### config.mk
export PLATFORM = sky130hd
export DESIGN_NAME = dac_sample_scheduler
export DESIGN_NICKNAME = d
export VERILOG_FILES = /design/src/rtl/dac_sched_pkg.sv /design/src/rtl/sample_fifo.sv /design/src/rtl/dac_sample_scheduler.sv
export SDC_FILE = /design/constraint.sdc
export NUM_CORES = 1
export LEC_CHECK = 0
export CELL_PAD_IN_SITES_DETAIL_PLACEMENT = 2
export CELL_PAD_IN_SITES_GLOBAL_PLACEMENT = 2
export CORE_UTILIZATION = 51
export DETAILED_ROUTE_END_ITERATION = 12
export HOLD_SLACK_MARGIN = 0.03
export PLACE_DENSITY_LB_ADDON = 0.1
export SYNTH_ARGS = -nofsm -noshare
export SYNTH_HDL_FRONTEND = slang
export SYNTH_HIERARCHICAL = 1
export SYNTH_SLANG_ARGS = --single-unit
### constraint.sdc
create_clock -name CLK_IN -period 11.5 [get_ports CLK_IN]
set_input_delay 1.15 -clock CLK_IN [delete_from_list [all_inputs] [get_ports CLK_IN]]
set_output_delay 1.15 -clock CLK_IN [all_outputs]
set_load 0.1 [all_outputs]
### src/rtl/dac_sched_pkg.sv
// Shared types and constants for the DAC sample scheduler.
// The DAC_SCHED_SIGNED_IN_EN build option is handled in dac_sample_scheduler.
package dac_sched_pkg;

  localparam int SAMPLE_W = 16;
  localparam logic [SAMPLE_W-1:0] MIDSCALE = 16'h8000;

  typedef enum logic {WAIT_LO, WAIT_HI} asm_state_t;
  typedef enum logic {PREFILL, PLAY} play_state_t;

endpackage

### src/rtl/sample_fifo.sv
// Synchronous sample FIFO. A push while full is accepted only when a pop
// frees a slot in the same cycle. Reset discards all contents.
module sample_fifo
  import dac_sched_pkg::*;
#(
  parameter int AW = 4
) (
  input  logic                CLK_IN,
  input  logic                RESETN_IN,
  input  logic                push_i,
  input  logic                pop_i,
  input  logic [SAMPLE_W-1:0] din_i,
  output logic [SAMPLE_W-1:0] head_o,
  output logic                full_o,
  output logic                empty_o,
  output logic [AW:0]         count_o
);

  localparam int DEPTH = 1 << AW;

  logic [SAMPLE_W-1:0] mem_q [DEPTH];
  logic [AW-1:0]       wr_ptr_q, wr_ptr_d;
  logic [AW-1:0]       rd_ptr_q, rd_ptr_d;
  logic [AW:0]         count_q, count_d;
  logic                do_push, do_pop;

  assign full_o  = (count_q == (AW+1)'(DEPTH));
  assign empty_o = (count_q == '0);
  assign do_pop  = pop_i && !empty_o;
  assign do_push = push_i && (!full_o || do_pop);
  assign head_o  = mem_q[rd_ptr_q];
  assign count_o = count_q;

  always_comb begin
    wr_ptr_d = wr_ptr_q;
    rd_ptr_d = rd_ptr_q;
    count_d  = count_q;
    if (do_push) wr_ptr_d = wr_ptr_q + AW'(1);
    if (do_pop)  rd_ptr_d = rd_ptr_q + AW'(1);
    case ({do_push, do_pop})
      2'b10:   count_d = count_q + (AW+1)'(1);
      2'b01:   count_d = count_q - (AW+1)'(1);
      default: count_d = count_q;
    endcase
  end

  always_ff @(posedge CLK_IN or negedge RESETN_IN) begin
    if (!RESETN_IN) begin
      wr_ptr_q <= '0;
      rd_ptr_q <= '0;
      count_q  <= '0;
    end else begin
      wr_ptr_q <= wr_ptr_d;
      rd_ptr_q <= rd_ptr_d;
      count_q  <= count_d;
    end
  end

  // Storage needs no reset: validity is tracked by the pointers and count.
  always_ff @(posedge CLK_IN) begin
    if (do_push) mem_q[wr_ptr_q] <= din_i;
  end

endmodule

### src/rtl/dac_sample_scheduler.sv
// Pairs UART bytes into 16-bit samples and releases one per sample tick.
// Build option DAC_SCHED_SIGNED_IN_EN: convert two's complement input to offset binary.
module dac_sample_scheduler
  import dac_sched_pkg::*;
#(
  parameter int CLK_FREQ     = 12_000_000,
  parameter int SAMPLE_RATE  = 11_025,
  parameter int FIFO_AW      = 4,
  parameter int BYTE_TIMEOUT = 2048
) (
  input  logic                CLK_IN,
  input  logic                RESETN_IN,
  input  logic [7:0]          RX_DATA_i,
  input  logic                RX_VALID_i,
  input  logic                PLAY_EN_i,
  output logic [SAMPLE_W-1:0] SAMPLE_o,
  output logic                SAMPLE_STB_o,
  output logic [FIFO_AW:0]    FILL_o,
  output logic                UNDERRUN_o,
  output logic                OVERFLOW_o
);

  localparam int DIV   = CLK_FREQ / SAMPLE_RATE;
  localparam int DIV_W = $clog2(DIV);
  localparam int TMO_W = $clog2(BYTE_TIMEOUT);
  localparam int DEPTH = 1 << FIFO_AW;

  asm_state_t          asm_q, asm_d;
  play_state_t         play_q, play_d;
  logic [7:0]          lo_q, lo_d;
  logic [TMO_W-1:0]    tmo_q, tmo_d;
  logic [DIV_W-1:0]    div_q, div_d;
  logic [SAMPLE_W-1:0] sample_q, sample_d;
  logic                stb_q, stb_d;
  logic                underrun_q, underrun_d;
  logic                overflow_q, overflow_d;

  logic                push, pop, tick;
  logic [SAMPLE_W-1:0] push_data, fifo_head;
  logic                fifo_full, fifo_empty;
  logic [FIFO_AW:0]    fifo_count;

`ifdef DAC_SCHED_SIGNED_IN_EN
  assign push_data = {~RX_DATA_i[7], RX_DATA_i[6:0], lo_q};
`else
  assign push_data = {RX_DATA_i, lo_q};
`endif

  always_comb begin
    asm_d = asm_q;
    lo_d  = lo_q;
    tmo_d = tmo_q;
    push  = 1'b0;
    case (asm_q)
      WAIT_LO: if (RX_VALID_i) begin
        lo_d  = RX_DATA_i;
        tmo_d = '0;
        asm_d = WAIT_HI;
      end
      WAIT_HI: if (RX_VALID_i) begin
        push  = 1'b1;
        asm_d = WAIT_LO;
      end else if (tmo_q == TMO_W'(BYTE_TIMEOUT - 1)) begin
        asm_d = WAIT_LO;
      end else begin
        tmo_d = tmo_q + TMO_W'(1);
      end
      default: asm_d = WAIT_LO;
    endcase
  end

  assign tick  = (div_q == DIV_W'(DIV - 1));
  assign div_d = tick ? '0 : div_q + DIV_W'(1);

  // Disabling playback overrides everything and parks the DAC at midscale.
  always_comb begin
    play_d     = play_q;
    sample_d   = sample_q;
    stb_d      = 1'b0;
    underrun_d = 1'b0;
    pop        = 1'b0;
    if (!PLAY_EN_i) begin
      play_d   = PREFILL;
      sample_d = MIDSCALE;
    end else begin
      case (play_q)
        PREFILL: if (fifo_count >= (FIFO_AW+1)'(DEPTH / 2)) play_d = PLAY;
        PLAY: if (tick) begin
          stb_d = 1'b1;
          if (!fifo_empty) begin
            pop      = 1'b1;
            sample_d = fifo_head;
          end else begin
            underrun_d = 1'b1;
            play_d     = PREFILL;
          end
        end
        default: play_d = PREFILL;
      endcase
    end
  end

  assign overflow_d = push && fifo_full && !pop;

  always_ff @(posedge CLK_IN or negedge RESETN_IN) begin
    if (!RESETN_IN) begin
      asm_q      <= WAIT_LO;
      lo_q       <= '0;
      tmo_q      <= '0;
      div_q      <= '0;
      play_q     <= PREFILL;
      sample_q   <= MIDSCALE;
      stb_q      <= 1'b0;
      underrun_q <= 1'b0;
      overflow_q <= 1'b0;
    end else begin
      asm_q      <= asm_d;
      lo_q       <= lo_d;
      tmo_q      <= tmo_d;
      div_q      <= div_d;
      play_q     <= play_d;
      sample_q   <= sample_d;
      stb_q      <= stb_d;
      underrun_q <= underrun_d;
      overflow_q <= overflow_d;
    end
  end

  sample_fifo #(.AW(FIFO_AW)) u_fifo (
    .CLK_IN    (CLK_IN),
    .RESETN_IN (RESETN_IN),
    .push_i    (push),
    .pop_i     (pop),
    .din_i     (push_data),
    .head_o    (fifo_head),
    .full_o    (fifo_full),
    .empty_o   (fifo_empty),
    .count_o   (fifo_count)
  );

  assign SAMPLE_o     = sample_q;
  assign SAMPLE_STB_o = stb_q;
  assign FILL_o       = fifo_count;
  assign UNDERRUN_o   = underrun_q;
  assign OVERFLOW_o   = overflow_q;

endmodule

Word level (Yosys, flattened, before mapping)
Memory sizes are Yosys's and may differ from the RTL's.
Cells that the tools add are included.
{"block": "totals", "inputBits": 12, "out_inout_bits": 24, "ff_bits": 64, "ram_bits": 256, "memories": 1}
{"block": "op_classes", "n_mux": 32, "order_cmp": 1, "n_eq_ne": 11, "n_bitwise": 2, "add_sub_neg": 6, "reduce_logical": 13}
{"memory": "u_fifo.mem_q", "words": 16, "word_bits": 16, "rd": 1, "rd_clocked_by_memory_dff": 0, "write_ports": 1, "line_no": "sample_fifo.sv:21", "text": "logic [SAMPLE_W-1:0] mem_q [DEPTH];"}
{"operator": "16-bit 2-to-1 mux", "n": 4}
{"operator": "11-bit 2-to-1 mux", "n": 4}
{"operator": "11-bit by 1-bit adder with 11-bit output, second input constant", "n": 2}
{"operator": "11-bit == test, second input constant", "n": 2}
{"operator": "11-bit case mux with 2 select lines", "n": 1}
{"operator": "1-bit 2-to-1 mux", "n": 20}
{"operator": "5-bit case mux with 2 select lines", "n": 1}
{"operator": "4-bit by 1-bit adder with 4-bit output, second input constant", "n": 2}
{"operator": "2-bit inequality test, second input constant", "n": 4}
{"operator": "3-bit AND reduction", "n": 2}
{"operator": "5-bit by 1-bit adder with 5-bit output, second input constant", "n": 1}
{"operator": "5-bit == test, second input constant", "n": 1}
{"operator": "5-bit by 4-bit >= comparator with 1-bit output, second input constant", "n": 1}
{"operator": "5-bit zero test", "n": 1}
{"operator": "5-bit by 1-bit subtractor with 5-bit output, second input constant", "n": 1}
{"operator": "1-bit logical AND", "n": 4}
{"operator": "2-bit by 1-bit inequality test with 1-bit output, second input constant", "n": 2}
{"operator": "1-bit case mux with 2 select lines", "n": 2}
{"operator": "1-bit zero test", "n": 3}
{"operator": "2-bit by 1-bit == test with 1-bit output, second input constant", "n": 1}
{"operator": "2-bit == test, second input constant", "n": 1}
{"operator": "1-bit inverter", "n": 2}
{"operator": "2-bit AND reduction", "n": 1}
{"operator": "2-bit nonzero test", "n": 1}
{"operator": "1-bit logical OR", "n": 1}

Longest topological paths before layout
{"block": "depth", "depth_word": 10, "ltp_mapped": 13, "ltp_nobuf": 12}

By module
The synthesis kept the hierarchy.
{"module": "sample_fifo", "area_each_um2": 10531.4, "cells_each": 500, "n_inst": 1}
{"module": "dac_sample_scheduler", "area_each_um2": 2218.4, "cells_each": 202, "n_inst": 1}

Worst setup path after synthesis
No wires, ideal clock.
{"block": "synth_timing", "path_type": "register -> register", "startpoint": "register u_fifo.count_q[1] (netlist: u_fifo/count_o[1])", "endpoint": "memory u_fifo.mem_q[11][0] (enable)", "path_slack_ns": 7.586, "arrival_ns": 3.505, "period_less_slack_ns": 3.914, "stages_incl_launch_ff": 9, "required_ns": 11.091, "cell_sequence": "dfrtp_1 nor4_4 nand2b_1 inv_2 nor3b_4 buf_6 nand3b_1 nand2_1 nor3_1"}
{"block": "synth_via", "elab_chain_cells": 10}
{"item": "start, declared", "line_no": "sample_fifo.sv:24", "text": "logic [AW:0] count_q, count_d;"}
{"item": "start signal, assigned", "line_no": "sample_fifo.sv:55", "text": "count_q <= count_d;"}
{"item": "5-bit zero test", "line_no": "sample_fifo.sv:28", "text": "assign empty_o = (count_q == '0);"}
{"item": "via fifo_empty", "line_no": "dac_sample_scheduler.sv:40", "text": "logic fifo_full, fifo_empty;"}
{"item": "1-bit 2-to-1 mux", "line_no": "dac_sample_scheduler.sv:90", "text": "if (!fifo_empty) begin"}
{"item": "1-bit 2-to-1 mux", "line_no": "dac_sample_scheduler.sv:88", "text": "PLAY: if (tick) begin"}
{"item": "1-bit 2-to-1 mux", "line_no": "dac_sample_scheduler.sv:86", "text": "case (play_q)"}
{"item": "1-bit 2-to-1 mux", "line_no": "dac_sample_scheduler.sv:82", "text": "if (!PLAY_EN_i) begin"}
{"item": "via pop", "line_no": "dac_sample_scheduler.sv:38", "text": "logic push, pop, tick;"}
{"item": "1-bit logical AND", "line_no": "sample_fifo.sv:29", "text": "assign do_pop = pop_i && !empty_o;"}
{"item": "1-bit logical OR", "line_no": "sample_fifo.sv:30", "text": "assign do_push = push_i && (!full_o || do_pop);"}
{"item": "1-bit logical AND", "line_no": "sample_fifo.sv:30"}
{"item": "1-bit 2-to-1 mux", "line_no": "sample_fifo.sv:61", "text": "if (do_push) mem_q[wr_ptr_q] <= din_i;"}
{"item": "1-bit 2-to-1 mux (not written as such)", "line_no": "sample_fifo.sv:61"}
{"item": "end, declared", "line_no": "sample_fifo.sv:21"}
The timed path passes the listed nets, and every way through them passes these cells.

Worst setup path in the final report
{"block": "layout_timing", "startpoint": "register div_q[6]", "endpoint": "memory u_fifo.mem_q[13][14] (enable)"}
{"block": "layout_via", "elab_chain_cells": 9}
{"item": "start, declared", "line_no": "dac_sample_scheduler.sv:32", "text": "logic [DIV_W-1:0] div_q, div_d;"}
{"item": "start signal, assigned", "line_no": "dac_sample_scheduler.sv:120", "text": "div_q <= div_d;"}
{"item": "11-bit == test", "line_no": "dac_sample_scheduler.sv:72", "text": "assign tick = (div_q == DIV_W'(DIV - 1));"}
{"item": "1-bit 2-to-1 mux", "line_no": "dac_sample_scheduler.sv:88"}
{"item": "1-bit 2-to-1 mux", "line_no": "dac_sample_scheduler.sv:86"}
{"item": "1-bit 2-to-1 mux", "line_no": "dac_sample_scheduler.sv:82"}
{"item": "1-bit logical AND", "line_no": "sample_fifo.sv:29"}
{"item": "1-bit logical OR", "line_no": "sample_fifo.sv:30"}
{"item": "1-bit logical AND", "line_no": "sample_fifo.sv:30"}
{"item": "1-bit 2-to-1 mux", "line_no": "sample_fifo.sv:61"}
{"item": "1-bit 2-to-1 mux (not written as such)", "line_no": "sample_fifo.sv:61"}
No other way between the ends.

==> results by group <==
Global route
  – GRT Residual Overflow: 0
  – First-pass GRT wire length: 57.3 mm
  – Vias in the first global route: a little over 8,000
  – GRT Total Usage: 31.5%
  – Initial antenna violation count: 0
  – Largest net degree at the start of global routing: 68

Worst setup path
  – Crit-path leading delay family: simple AND/OR/NAND/NOR gates
  – R2R cell count: 7
  – Critical path startpoint category: flip-flop
  – CP arrival: between 4 and 5 ns
  – CP Class: flip-flop to flip-flop
  – Crit. End Element: flip-flop
  – R2r setup slk: roughly 7.1 ns
  – Critical Path Fanout Max: 25
  – Crit path required time: ~12 ns
  – Worst r2r src: div_q[6]$_DFF_PN0_
  – Reg-to-Reg End: u_fifo/mem_q[13][14]$_DFFE_PP_
  – CP peak stage delay: 1.17 ns
  – CP Buf/Inv Count: 1
  – Worst-path cell chain: or3_4 > nor4_4 > nor3b_4 > buf_4 > nand3b_1 > nand2_1 > nor2_2
  – Slowest cell on crit path: nor2_2

Placed design
  – GPL Wtd Cong: around 0.78
  – IO buf count: 35
  – DP Cell Count: approximately 1,100
  – Placed cell areas: between 10,000 and 15,000 µm²
  – Post-DP HPWL: between 20 and 25 mm

Clock network
  – H-tree depth: 2
  – CTS Buf Count: 34
  – Clk root buf: clkbuf_16
  – Worst-Skew Late Latency: around 0.51 ns
  – Clock transition at path regs: 0.06 ns
  – CTS sink cnt: 320
  – Hold_buf cts: 0
  – # resized after CTS: 0
  – CTS tree: yes
  – Post CTS Setup Buffer Count: 0
  – Clock Tree Buf Depth: 3

Power
  – Total power: 2.83 mW
  – Max VDD drop: roughly 0.16 mV
  – P per Cell Area: 193 nW/µm²
  – Lkg Pwr: between 5 and 6 nW

STA
  – Clock Skew: 0.0276 ns
  – Fin crit period: 4.43 ns
  – Slew Limit Headroom: roughly 6.2%
  – Slew @ Worst Pin: approximately 1.4 ns
  – FMAX: 0.226 GHz
  – RSZ-0062 raised after global routing: false
  – Final Hold Vio Count: 0
  – Period utilisation layout: between 30% and 40%
  – Final setup viols: 0
  – Max-slew violations: 0
  – Setup Total Neg Slack: 0 ns

Logic synthesis
  – Netlist cell types: 57
  – Commonest cells post-synth: edfxtp_1, mux4_2, dfrtp_1
  – Synth top area share: approximately three fifths
  – Post-synthesis sequential area ratio: about 73%
  – Cell accounting for the most synthesized area: edfxtp_1
  – Ys flop type: edfxtp_1
  – Top post-synthesis cells by area: edfxtp_1, dfrtp_1, mux4_2
  – Most frequent cell after synthesis: edfxtp_1
  – YS warnings: 6
  – Post-synthesis cell count: ~700
  – Synth Cell Area: about 13,000 µm²
  – Post-synth EDFFs: roughly 260
  – Post-synth ARST share: between 20% and 30%
  – Syn_nets: approximately 730
  – Yosys reg bits: 320
  – Avg Inst Size Synth: 18.2 µm²

Cells and area
  – Nets@finish: ~800
  – Layout Cells excl Fill: roughly 1,100
  – Ant diodes: 0
  – Design area: ~15,000 µm²
  – Share of cells above drive strength 1: 21.7%
  – P&R area growth vs syn: 14.8%
  – Fill cell count: 1,989

Floorplanning
  – Die footprint: 25,600 µm²
  – Core area: ~24,000 µm²
  – Die Ht: roughly 160 µm
  – Ports: 36
  – Rows: between 50 and 60
  – Die Width: 160 µm
  – Starting Density: a little over half

Hold path
  – Worst Hold End: SAMPLE_o[15]$_DFFE_PN1P_
  – Worst min path class: flip-flop to flip-flop
  – Hold_sp: SAMPLE_o[15]$_DFFE_PN1P_
  – Hold Crit Depth: 2

Route
  – Drt drc: 0
  – Top layer in use: met4
  – Routed WL: just under 40 mm
  – DRT iter0 DRCs: about 640
  – ANT nets after route: 0
  – Vias: roughly 7,300
  – Vias per cell: 6.53
  – Metal-1 WL: around 15 mm
  – WL/cell: 34.9 µm
  – Met2 WL: 20.0 mm
  – Router iterations before antenna repair: 5
  – Metal3 WL: between 2 and 2.5 mm

Run
  – Max_cap viols: 0

Status
  – Status: finished, final reports clean
==> placed cells by master (no fill, tap or decap), types with 7 or more instances in the layout <==
cell,instances
and3_1,10
a22oi_1,33
a211o_1,8
nor2_1,23
nand3_1,23
inv_1,13
a22o_2,15
nor3_1,10
clkbuf_16,37
ha_1,10
dfrtp_1,61
nand2b_1,8
xnor2_1,12
clkbuf_1,12
edfxtp_1,256
mux4_2,64
nand2_1,59
clkinv_2,7
clkdlybuf4s50_1,34
buf_4,23
==> where the power goes <==
group / internal, mW / switching [mW] / total [mW]
registers: 1.35 / 0.0875 / 1.43
logic: 0.0829 / 0.219 / 0.302
clock network: 0.640 / 0.454 / 1.09
total: 2.07 / 0.760 / 2.83
==> per-stage QoR <==
step / hold WS, ns / util, % / setup WS, ns
detailed placement: 0.487 / 55.5 / 6.97
CTS: 0.505 / 60.0 / 7.14
finish: 0.508 / 60.0 / 7.07
global route: 0.525 / 60.0 / 7.00
floorplan: 0.447 / - / 7.59
global placement: 0.460 / 55.5 / 7.41
==> layout make-up <==
cell class / instances / area (µm²) / share of cell area, %
multi-input cells: 339 / 3280 / 22.4
flip-flops and latches: 320 / 9300 / 63.5
clock inverters: 11 / 103 / 0.701
clock buffers: 50 / 985 / 6.73
inverters: 14 / 52.6 / 0.359
well taps: 324 / 405 / 2.77
repair buffers: 58 / 518 / 3.54
==> cells by family after synthesis <==
family                     count (synthesis)  synth area share, %
xor gates and xnor gates                  16                 1.10
DFF                                      320                 72.9
muxes                                     69                 11.7
and+or+nand+nor                          162                 6.41
AOI/OAI and AO/OA                         81                 5.09
adders and majority gates                 11                 1.14
buffers and inverters                     43                 1.68
==> flip-flops by register name, summed over array words and instances, names as in the netlist, 4 cells and up <==
register and count:
tmo_q 11, u_fifo/count_o 5, SAMPLE_o 16, div_q 11, u_fifo/mem_q 256, u_fifo/rd_ptr_q 4, lo_q 8, u_fifo/wr_ptr_q 4
==> worst max-delay path by stage <==
stage / from / endpoint / slack (ns) / cells past startpoint
after floorplan: u_fifo/count_o[1]$_DFFE_PN0P_ / u_fifo/mem_q[11][0]$_DFFE_PP_ / 7.59 / 8
after global placement: PLAY_EN_i / u_fifo/mem_q[13][11]$_DFFE_PP_ / 7.41 / 7
after detailed placement: PLAY_EN_i / u_fifo/mem_q[13][15]$_DFFE_PP_ / 6.97 / 7
after CTS: div_q[6]$_DFF_PN0_ / u_fifo/mem_q[13][14]$_DFFE_PP_ / 7.14 / 7
after global routing: div_q[6]$_DFF_PN0_ / u_fifo/mem_q[13][14]$_DFFE_PP_ / 7.00 / 7
final: div_q[6]$_DFF_PN0_ / u_fifo/mem_q[13][14]$_DFFE_PP_ / 7.07 / 7
==> tightest hold or removal path, delay by kind of cell, from the launching register on <==
family                 cells  cell delay, ns
AO/OA/AOI/OAI              1            0.06
flip-flops                 1            0.38
buffers and inverters      1            0.06
==> layer usage <==
| metal | GRT usage, % | up-vias |
|---|---|---|
| met5 | 0 | - |
| met4 | 11.1 | 0 |
| met3 | 5.82 | 97 |
| met2 | 53.8 | 292 |
| met1 | 40.8 | 3985 |
| li1 | - | 2914 |
Power figures use the tool's default switching activity.
